**config.mk**
```make
export PLATFORM = sky130hd
export DESIGN_NAME = muldiv_scheduler
export DESIGN_NICKNAME = d
export VERILOG_FILES = /design/src/rtl/riscv_pkg.sv /design/src/rtl/md_div_iter.sv /design/src/rtl/muldiv_scheduler.sv
export SDC_FILE = /design/constraint.sdc
export NUM_CORES = 2
export LEC_CHECK = 0
export CAP_MARGIN = 20
export CELL_PAD_IN_SITES_DETAIL_PLACEMENT = 1
export CELL_PAD_IN_SITES_GLOBAL_PLACEMENT = 1
export CORE_ASPECT_RATIO = 0.6
export CORE_MARGIN = 8
export CORE_UTILIZATION = 40
export CTS_CLUSTER_SIZE = 12
export DETAILED_ROUTE_END_ITERATION = 8
export GPL_ROUTABILITY_DRIVEN = 0
export HOLD_SLACK_MARGIN = 0.03
export PLACE_DENSITY_LB_ADDON = 0.1
export SLEW_MARGIN = 20
export SYNTH_ARGS = -nofsm -noshare
export SYNTH_HDL_FRONTEND = slang
export SYNTH_SLANG_ARGS = --single-unit
export TNS_END_PERCENT = 30
```
**constraint.sdc**
```tcl
create_clock -name clk -period 17 [get_ports clk]
set_clock_uncertainty 0.1 [all_clocks]
set_input_delay 4.25 -clock clk [delete_from_list [all_inputs] [get_ports clk]]
set_output_delay 4.25 -clock clk [all_outputs]
set_load 0.1 [all_outputs]
```
**src/rtl/riscv_pkg.sv**
```systemverilog
// Shared RV32 definitions: aluctrl codes for the M extension and the mul/div scheduler state encoding.
package riscv_pkg;

  localparam int unsigned ALU_OP_W = 5;

  localparam logic [ALU_OP_W-1:0] ALU_DIV    = 5'b01101;
  localparam logic [ALU_OP_W-1:0] ALU_DIVU   = 5'b01110;
  localparam logic [ALU_OP_W-1:0] ALU_MUL    = 5'b01111;
  localparam logic [ALU_OP_W-1:0] ALU_MULH   = 5'b10000;
  localparam logic [ALU_OP_W-1:0] ALU_MULHSU = 5'b10001;
  localparam logic [ALU_OP_W-1:0] ALU_MULHU  = 5'b10010;
  localparam logic [ALU_OP_W-1:0] ALU_REM    = 5'b10011;
  localparam logic [ALU_OP_W-1:0] ALU_REMU   = 5'b10100;

  typedef enum logic [1:0] {
    IDLE = 2'd0,
    MUL  = 2'd1,
    DIV  = 2'd2,
    DONE = 2'd3
  } md_state_e;

  function automatic logic is_mul_op(input logic [ALU_OP_W-1:0] op);
    return (op == ALU_MUL) || (op == ALU_MULH) || (op == ALU_MULHSU) || (op == ALU_MULHU);
  endfunction

  function automatic logic is_div_op(input logic [ALU_OP_W-1:0] op);
    return (op == ALU_DIV) || (op == ALU_DIVU) || (op == ALU_REM) || (op == ALU_REMU);
  endfunction

endpackage

```
**src/rtl/md_div_iter.sv**
```systemverilog
// Restoring unsigned divider: one quotient bit per cycle, 32 steps after start.
// The step result is exposed combinationally so the caller can capture the final step directly.
module md_div_iter
  import riscv_pkg::*;
#(
  parameter int unsigned XLEN = 32
) (
  input  logic            clk,
  input  logic            rst,
  input  logic            flush,
  input  logic            start,
  input  logic [XLEN-1:0] dividend,
  input  logic [XLEN-1:0] divisor,
  output logic            done_c,
  output logic [XLEN-1:0] quo_c,
  output logic [XLEN-1:0] rem_c
);

  localparam int unsigned CNT_W = $clog2(XLEN);

  logic [XLEN-1:0]  quo_q;
  logic [XLEN-1:0]  rem_q;
  logic [XLEN-1:0]  dvs_q;
  logic [CNT_W-1:0] cnt_q;
  logic             active_q;
  logic [XLEN:0]    rem_shift;
  logic             ge;

  // One restoring step: shift in the next dividend bit, subtract if it fits.
  always_comb begin
    rem_shift = {rem_q, quo_q[XLEN-1]};
    ge        = rem_shift >= {1'b0, dvs_q};
    quo_c     = {quo_q[XLEN-2:0], ge};
    rem_c     = ge ? XLEN'(rem_shift - {1'b0, dvs_q}) : rem_shift[XLEN-1:0];
    done_c    = active_q && (cnt_q == CNT_W'(XLEN - 1));
  end

  always_ff @(posedge clk or posedge rst) begin
    if (rst) begin
      quo_q    <= '0;
      rem_q    <= '0;
      dvs_q    <= '0;
      cnt_q    <= '0;
      active_q <= 1'b0;
    end else if (flush) begin
      active_q <= 1'b0;
    end else if (start) begin
      quo_q    <= dividend;
      rem_q    <= '0;
      dvs_q    <= divisor;
      cnt_q    <= '0;
      active_q <= 1'b1;
    end else if (active_q) begin
      quo_q <= quo_c;
      rem_q <= rem_c;
      cnt_q <= cnt_q + 1'b1;
      if (done_c) active_q <= 1'b0;
    end
  end

endmodule

```
**src/rtl/muldiv_scheduler.sv**
```systemverilog
// Shared RV32M unit for the dual-issue core: arbitrates two lanes, runs one mul/div/rem
// at a time and returns one tagged result per accepted op over valid/ready.
module muldiv_scheduler
  import riscv_pkg::*;
#(
  parameter int unsigned XLEN       = 32,
  parameter int unsigned TAG_W      = 4,
  parameter int unsigned MUL_STAGES = 1
) (
  input  logic                clk,
  input  logic                rst,
  input  logic                flush,
  input  logic                req0_valid,
  output logic                req0_ready,
  input  logic [ALU_OP_W-1:0] req0_op,
  input  logic [XLEN-1:0]     req0_a,
  input  logic [XLEN-1:0]     req0_b,
  input  logic [TAG_W-1:0]    req0_tag,
  input  logic                req1_valid,
  output logic                req1_ready,
  input  logic [ALU_OP_W-1:0] req1_op,
  input  logic [XLEN-1:0]     req1_a,
  input  logic [XLEN-1:0]     req1_b,
  input  logic [TAG_W-1:0]    req1_tag,
  output logic                resp_valid,
  input  logic                resp_ready,
  output logic                resp_lane,
  output logic [TAG_W-1:0]    resp_tag,
  output logic [XLEN-1:0]     resp_data,
  output logic                resp_err,
  output logic                busy
);

  localparam int unsigned CNT_W = 2;
  localparam logic [XLEN-1:0] INT_MIN = {1'b1, {(XLEN-1){1'b0}}};

  md_state_e state_q, state_nxt;

  logic                accept0, accept1, accept;
  logic [ALU_OP_W-1:0] sel_op;
  logic [XLEN-1:0]     sel_a, sel_b;
  logic [TAG_W-1:0]    sel_tag;
  logic                sel_mul, sel_div, sel_signed, sel_rem;
  logic                div_zero, div_ovf, special;
  logic [XLEN-1:0]     special_data, mag_a, mag_b;

  logic [ALU_OP_W-1:0] op_q;
  logic [XLEN-1:0]     a_q, b_q;
  logic                neg_quo_q, neg_rem_q, is_rem_q;
  logic [CNT_W-1:0]    mul_cnt_q;

  logic [2*XLEN-1:0]   a_ext, b_ext, prod;
  logic [XLEN-1:0]     mul_res, div_res;
  logic                div_start, div_done_c;
  logic [XLEN-1:0]     div_quo_c, div_rem_c;

  // State register
  always_ff @(posedge clk or posedge rst) begin
    if (rst) state_q <= IDLE;
    else     state_q <= state_nxt;
  end

  // Next-state logic; flush overrides everything
  always_comb begin
    state_nxt = state_q;
    case (state_q)
      IDLE: if (accept) state_nxt = special ? DONE : (sel_mul ? MUL : DIV);
      MUL:  if (mul_cnt_q == CNT_W'(MUL_STAGES - 1)) state_nxt = DONE;
      DIV:  if (div_done_c) state_nxt = DONE;
      DONE: if (resp_ready) state_nxt = IDLE;
      default: state_nxt = IDLE;
    endcase
    if (flush) state_nxt = IDLE;
  end

  // Request-side handshake: lane0 wins, lane1 only when lane0 is silent
  always_comb begin
    req0_ready = 1'b0;
    req1_ready = 1'b0;
    if (state_q == IDLE && !flush) begin
      req0_ready = 1'b1;
      req1_ready = !req0_valid;
    end
  end

  assign accept0 = req0_valid && req0_ready;
  assign accept1 = req1_valid && req1_ready;
  assign accept  = accept0 || accept1;

  // Decode of the winning request, including the results that need no datapath
  always_comb begin
    sel_op     = accept1 ? req1_op  : req0_op;
    sel_a      = accept1 ? req1_a   : req0_a;
    sel_b      = accept1 ? req1_b   : req0_b;
    sel_tag    = accept1 ? req1_tag : req0_tag;
    sel_mul    = is_mul_op(sel_op);
    sel_div    = is_div_op(sel_op);
    sel_signed = (sel_op == ALU_DIV) || (sel_op == ALU_REM);
    sel_rem    = (sel_op == ALU_REM) || (sel_op == ALU_REMU);
    div_zero   = sel_div && (sel_b == '0);
    div_ovf    = sel_signed && (sel_a == INT_MIN) && (sel_b == '1);
    special    = !sel_mul && (!sel_div || div_zero || div_ovf);
    special_data = '0;
    if (div_zero)     special_data = sel_rem ? sel_a : '1;
    else if (div_ovf) special_data = sel_rem ? '0 : INT_MIN;
    mag_a = (sel_signed && sel_a[XLEN-1]) ? -sel_a : sel_a;
    mag_b = (sel_signed && sel_b[XLEN-1]) ? -sel_b : sel_b;
  end

  assign div_start = accept && sel_div && !special;

  // Operand latch and multiply stage counter
  always_ff @(posedge clk or posedge rst) begin
    if (rst) begin
      op_q      <= '0;
      a_q       <= '0;
      b_q       <= '0;
      neg_quo_q <= 1'b0;
      neg_rem_q <= 1'b0;
      is_rem_q  <= 1'b0;
      mul_cnt_q <= '0;
    end else if (accept) begin
      op_q      <= sel_op;
      a_q       <= sel_a;
      b_q       <= sel_b;
      neg_quo_q <= sel_signed && (sel_a[XLEN-1] ^ sel_b[XLEN-1]);
      neg_rem_q <= sel_signed && sel_a[XLEN-1];
      is_rem_q  <= sel_rem;
      mul_cnt_q <= '0;
    end else if (state_q == MUL) begin
      mul_cnt_q <= mul_cnt_q + 1'b1;
    end
  end

  // Low 2*XLEN bits of the extended product are exact for every signedness mix
  always_comb begin
    a_ext   = (op_q == ALU_MULH || op_q == ALU_MULHSU) ? {{XLEN{a_q[XLEN-1]}}, a_q}
                                                       : {{XLEN{1'b0}}, a_q};
    b_ext   = (op_q == ALU_MULH) ? {{XLEN{b_q[XLEN-1]}}, b_q} : {{XLEN{1'b0}}, b_q};
    prod    = a_ext * b_ext;
    mul_res = (op_q == ALU_MUL) ? prod[XLEN-1:0] : prod[2*XLEN-1:XLEN];
    div_res = is_rem_q ? (neg_rem_q ? -div_rem_c : div_rem_c)
                       : (neg_quo_q ? -div_quo_c : div_quo_c);
  end

  md_div_iter #(.XLEN(XLEN)) u_div (
    .clk      (clk),
    .rst      (rst),
    .flush    (flush),
    .start    (div_start),
    .dividend (mag_a),
    .divisor  (mag_b),
    .done_c   (div_done_c),
    .quo_c    (div_quo_c),
    .rem_c    (div_rem_c)
  );

  // Registered response and status outputs
  always_ff @(posedge clk or posedge rst) begin
    if (rst) begin
      resp_valid <= 1'b0;
      resp_lane  <= 1'b0;
      resp_tag   <= '0;
      resp_data  <= '0;
      resp_err   <= 1'b0;
      busy       <= 1'b0;
    end else begin
      resp_valid <= (state_nxt == DONE);
      busy       <= (state_nxt != IDLE);
      if (accept) begin
        resp_lane <= accept1;
        resp_tag  <= sel_tag;
        resp_data <= special_data;
        resp_err  <= !sel_mul && !sel_div;
      end else if (state_q == MUL && state_nxt == DONE) begin
        resp_data <= mul_res;
      end else if (state_q == DIV && state_nxt == DONE) begin
        resp_data <= div_res;
      end
    end
  end

endmodule

```
==> results <==
- The flow ran to the end, and the final reports show no timing, DRC or antenna violations.
- In the final routed layout, each cell accounts on average for 27.8 microns.
- The endpoint of the worst register-to-register path is resp_data[20].
- The clock sink total is 218.
- The async set or reset register ratio after synthesis is 100%.
- In the synthesized netlist, the cells that appear most often are inv_1 (1579), fa_1 (1420), nand2_1 (1115).
- Across all register-to-register paths, the minimum setup slack is 5700 ps.
- The sum of routed wire length over all layers is 259 mm.
- The clock tree from TritonCTS is built.
- The maximum cell stage delay along the critical path is 1160 ps.
- The most common cell in the synthesized netlist is inv_1.
- Yosys printed 0 warnings.
- Counting the buffers created by CTS gives 24.
- The most numerous cell type found on the critical path is fa_1.
- The routed via count is 51902.
- The share of the synthesized area in the top cell type is 44.5%.
- The final critical path takes up 66.5% of the cycle.
- The count of cell types in the netlist is 107.
- The maximum number of pins on one net before global-route repair is 99.
- The tightest min-delay check is of the reg2reg type.
- The die boundary width is 532 microns.
- The placed wire-length estimate is 210 mm.
- The critical path required time is 17340 ps.
- The transition at the pin with the smallest max-transition slack is 1200 ps.
- The area of the mapped netlist is 63900 sq um.
- Subtracting the final worst setup slack from the clock period gives 11300 ps.
- The worst setup path is captured at a register.
- The largest total area in the synthesized netlist belongs to fa_1.
- After synthesis, flip-flops and latches occupy 8.53% of the total area.
- STA classifies the critical path startpoint as a register.
- In this run the standard cell core region covers 158000 sq um.
- The number of nets in the final layout is 9092.
- The y dimension of the die is 326 microns.
- The number of gates resized after CTS was 0.
- Averaged over all synthesized cells, the footprint is 8.88 sq um.
- The final-layout setup total negative slack is 0 ps.
- The initial antenna violation count is 23.
- The post-detailed-route count of antenna-violating nets is 0.
- The clock latency on the worst-skew pair is 590 ps.
- In this run the post-CTS setup repair buffer count came out at 0.
- The startpoint of the most critical setup path is op_q[1].
- Summed over all layers, the global routing overflow is 0.
- The initialized floorplan defines 113 standard-cell rows.
- The cell sitting at the root of the clock tree is a clkbuf_16.
- The clock passes through at most 3 buffers.
- The number of global-route vias before repair is 56064.
- The worst setup path is of the reg2reg kind.
- Setup repair after global routing left no endpoint under its margin.
- The number of hold violations in the final report came to 0.
- The worst register-to-register path has a depth of 29.
- Synthesis produced a netlist with a net count of 9118.
- CTS built an H-tree with a depth of 1.
- The synthesis-to-layout area growth is 7.77%.
- Data arrives at the worst endpoint at 11640 ps.
- The peak fanout along the critical path is 28.
- The relative max-transition margin is 20.3%.
- In the final layout, the share of cells above drive strength 1 is 3.45%.
- The count of buffers added on input and output ports is 193.
- The clock transition at the registers of the reported paths is 70 ps.
- Based on the critical path, the design can be clocked at up to 88.5 MHz.
- Across every metal layer, demand over resource in global routing totals 29.9%.
- The count of maximum capacitance violations is 0.
- After the first detailed-routing iteration, the DRC count stood at 5017.
- Counting flops with a built-in enable in the synthesized netlist gives 0.
- The first global-routing pass estimated 387 mm of wire.
- The post-synthesis cell count is 7198.
- The effective utilization at floorplan is 40.3%.
- Ranked by total cell area, the synthesized netlist is headed by fa_1 (44%), inv_1 (9.3%), dfrtp_1 (8.5%).
- The boundary pin count is 194.
- In the routed design, unresolved DRC markers number 0.
- The die outline area is 173000 sq um.
- After detailed routing, the number of vias per cell comes to 5.57.
- The launch instance of the worst register-to-register path is op_q[1].
- Synthesis inferred 218 register bits.
- For this design, the CTS-stage hold fixing added 0 buffers.
- Setup violations remaining at the end of the flow were counted as 0.
- The most instantiated flip-flop cell in the synthesis netlist is dfrtp_1.
- The capture point of the critical path is resp_data[20].
- The number of detailed-route iterations in the first pass is 6.
- The slowest cell on the critical path is fa_1.
- The number of slew-limit violations in the final report is 0.
cells in the final DEF (no fill, tap or decap), types with 8 or more instances in the layout:
cell type and instances:
nand3b_1 8, a31oi_1 69, a311oi_1 8, nand4_1 30, o21a_1 17, fa_1 1420
xnor2_1 150, a22oi_1 17, and3_1 30, o41ai_1 9, dfrtp_1 212, nor3_1 67
buf_4 135, inv_1 1578, a21oi_1 173, o31ai_1 26, nand2_1 1114, o211ai_1 30
mux2i_1 101, o21ai_0 242, a21boi_0 8, ha_1 348, or4_1 25, and2_1 385
o21bai_1 13, xor2_1 97, a31o_2 10, nor2_1 208, a21o_1 53, nor4_1 27
clkbuf_16 24, nand3_1 41, or3_1 31, a211oi_1 46, o21ai_1 16, nand2b_1 25
clkdlybuf4s50_1 193, nor2b_1 13
metal layers:
metal / global-route usage [%] / wire, microns / vias to the layer above
li1: - / - / 21778
met1: 46.2 / 123000 / 27754
met2: 41.8 / 104000 / 2090
met3: 8.79 / 28600 / 276
met4: 4.66 / 4690 / 4
met5: 0 / 27 / -
worst min-delay path by stage:
stage | start | to | slack (ps) | cells past startpoint
5_1_grt | a_q[22] | a_q[22] | 400 | 2
6_report | b_q[7] | b_q[7] | 390 | 2
2_1_floorplan | u_div.dvs_q[1] | u_div.dvs_q[1] | 350 | 2
4_1_cts | resp_lane | resp_lane | 390 | 2
3_5_place_dp | resp_lane | resp_lane | 370 | 2
3_3_place_gp | b_q[7] | b_q[7] | 360 | 2
cell families after synthesis:
family                     count (synthesis)  share of synthesized area, %
AOI/OAI and AO/OA                        831                          8.28
xor gates and xnor gates                 248                          3.40
adders and majority gates               1770                          51.3
buffers and inverters                   1961                          11.7
DFF                                      218                          8.53
muxes                                    106                          1.67
and+or+nand+nor                         2064                          15.1
worst max-delay path: cells and delay by family (launching register included):
kind	cells	cell delay [ps]
flops	1	400
buf+inv	5	840
compound gates	9	2290
simple gates	3	690
xor+xnor	1	220
fa+ha+maj	11	6580
registers in the layout, indices dropped and copies added (netlist names), 2 cells and up:
register,flops
a_q,32
b_q,32
resp_data,32
u_div.dvs_q,32
u_div.quo_q,32
u_div.rem_q,32
op_q,5
u_div.cnt_q,5
resp_tag,4
mul_cnt_q,2
state_q,2
metrics by stage:
stage | worst slack, ps | hold WS [ps] | cell area [sq um] | util (%) | cells
finish | 5700 | 386 | 68900 | 43.5 | 9321
global route | 5320 | 405 | 68900 | 43.5 | 9314
CTS | 5810 | 389 | 68900 | 43.4 | 9313
detailed placement | 5910 | 369 | 68100 | 42.9 | 9272
global placement | 5990 | 361 | 68100 | 42.9 | 9272
floorplan | 6280 | 349 | 63900 | - | 7198
area by class of cell:
type | instances | area, sq um
inverters | 1581 | 5940
clock inverters | 5 | 88.8
well taps | 2127 | 2660
flip-flops and latches | 218 | 5460
multi-input cells | 5019 | 51100
clock buffers | 36 | 706
repair buffers | 328 | 2950
diodes | 7 | 17.5
fillers | 18428 | 89600
Power is not shown: default switching activity piles up to over one toggle a cycle in this logic, so the estimate is an artifact.
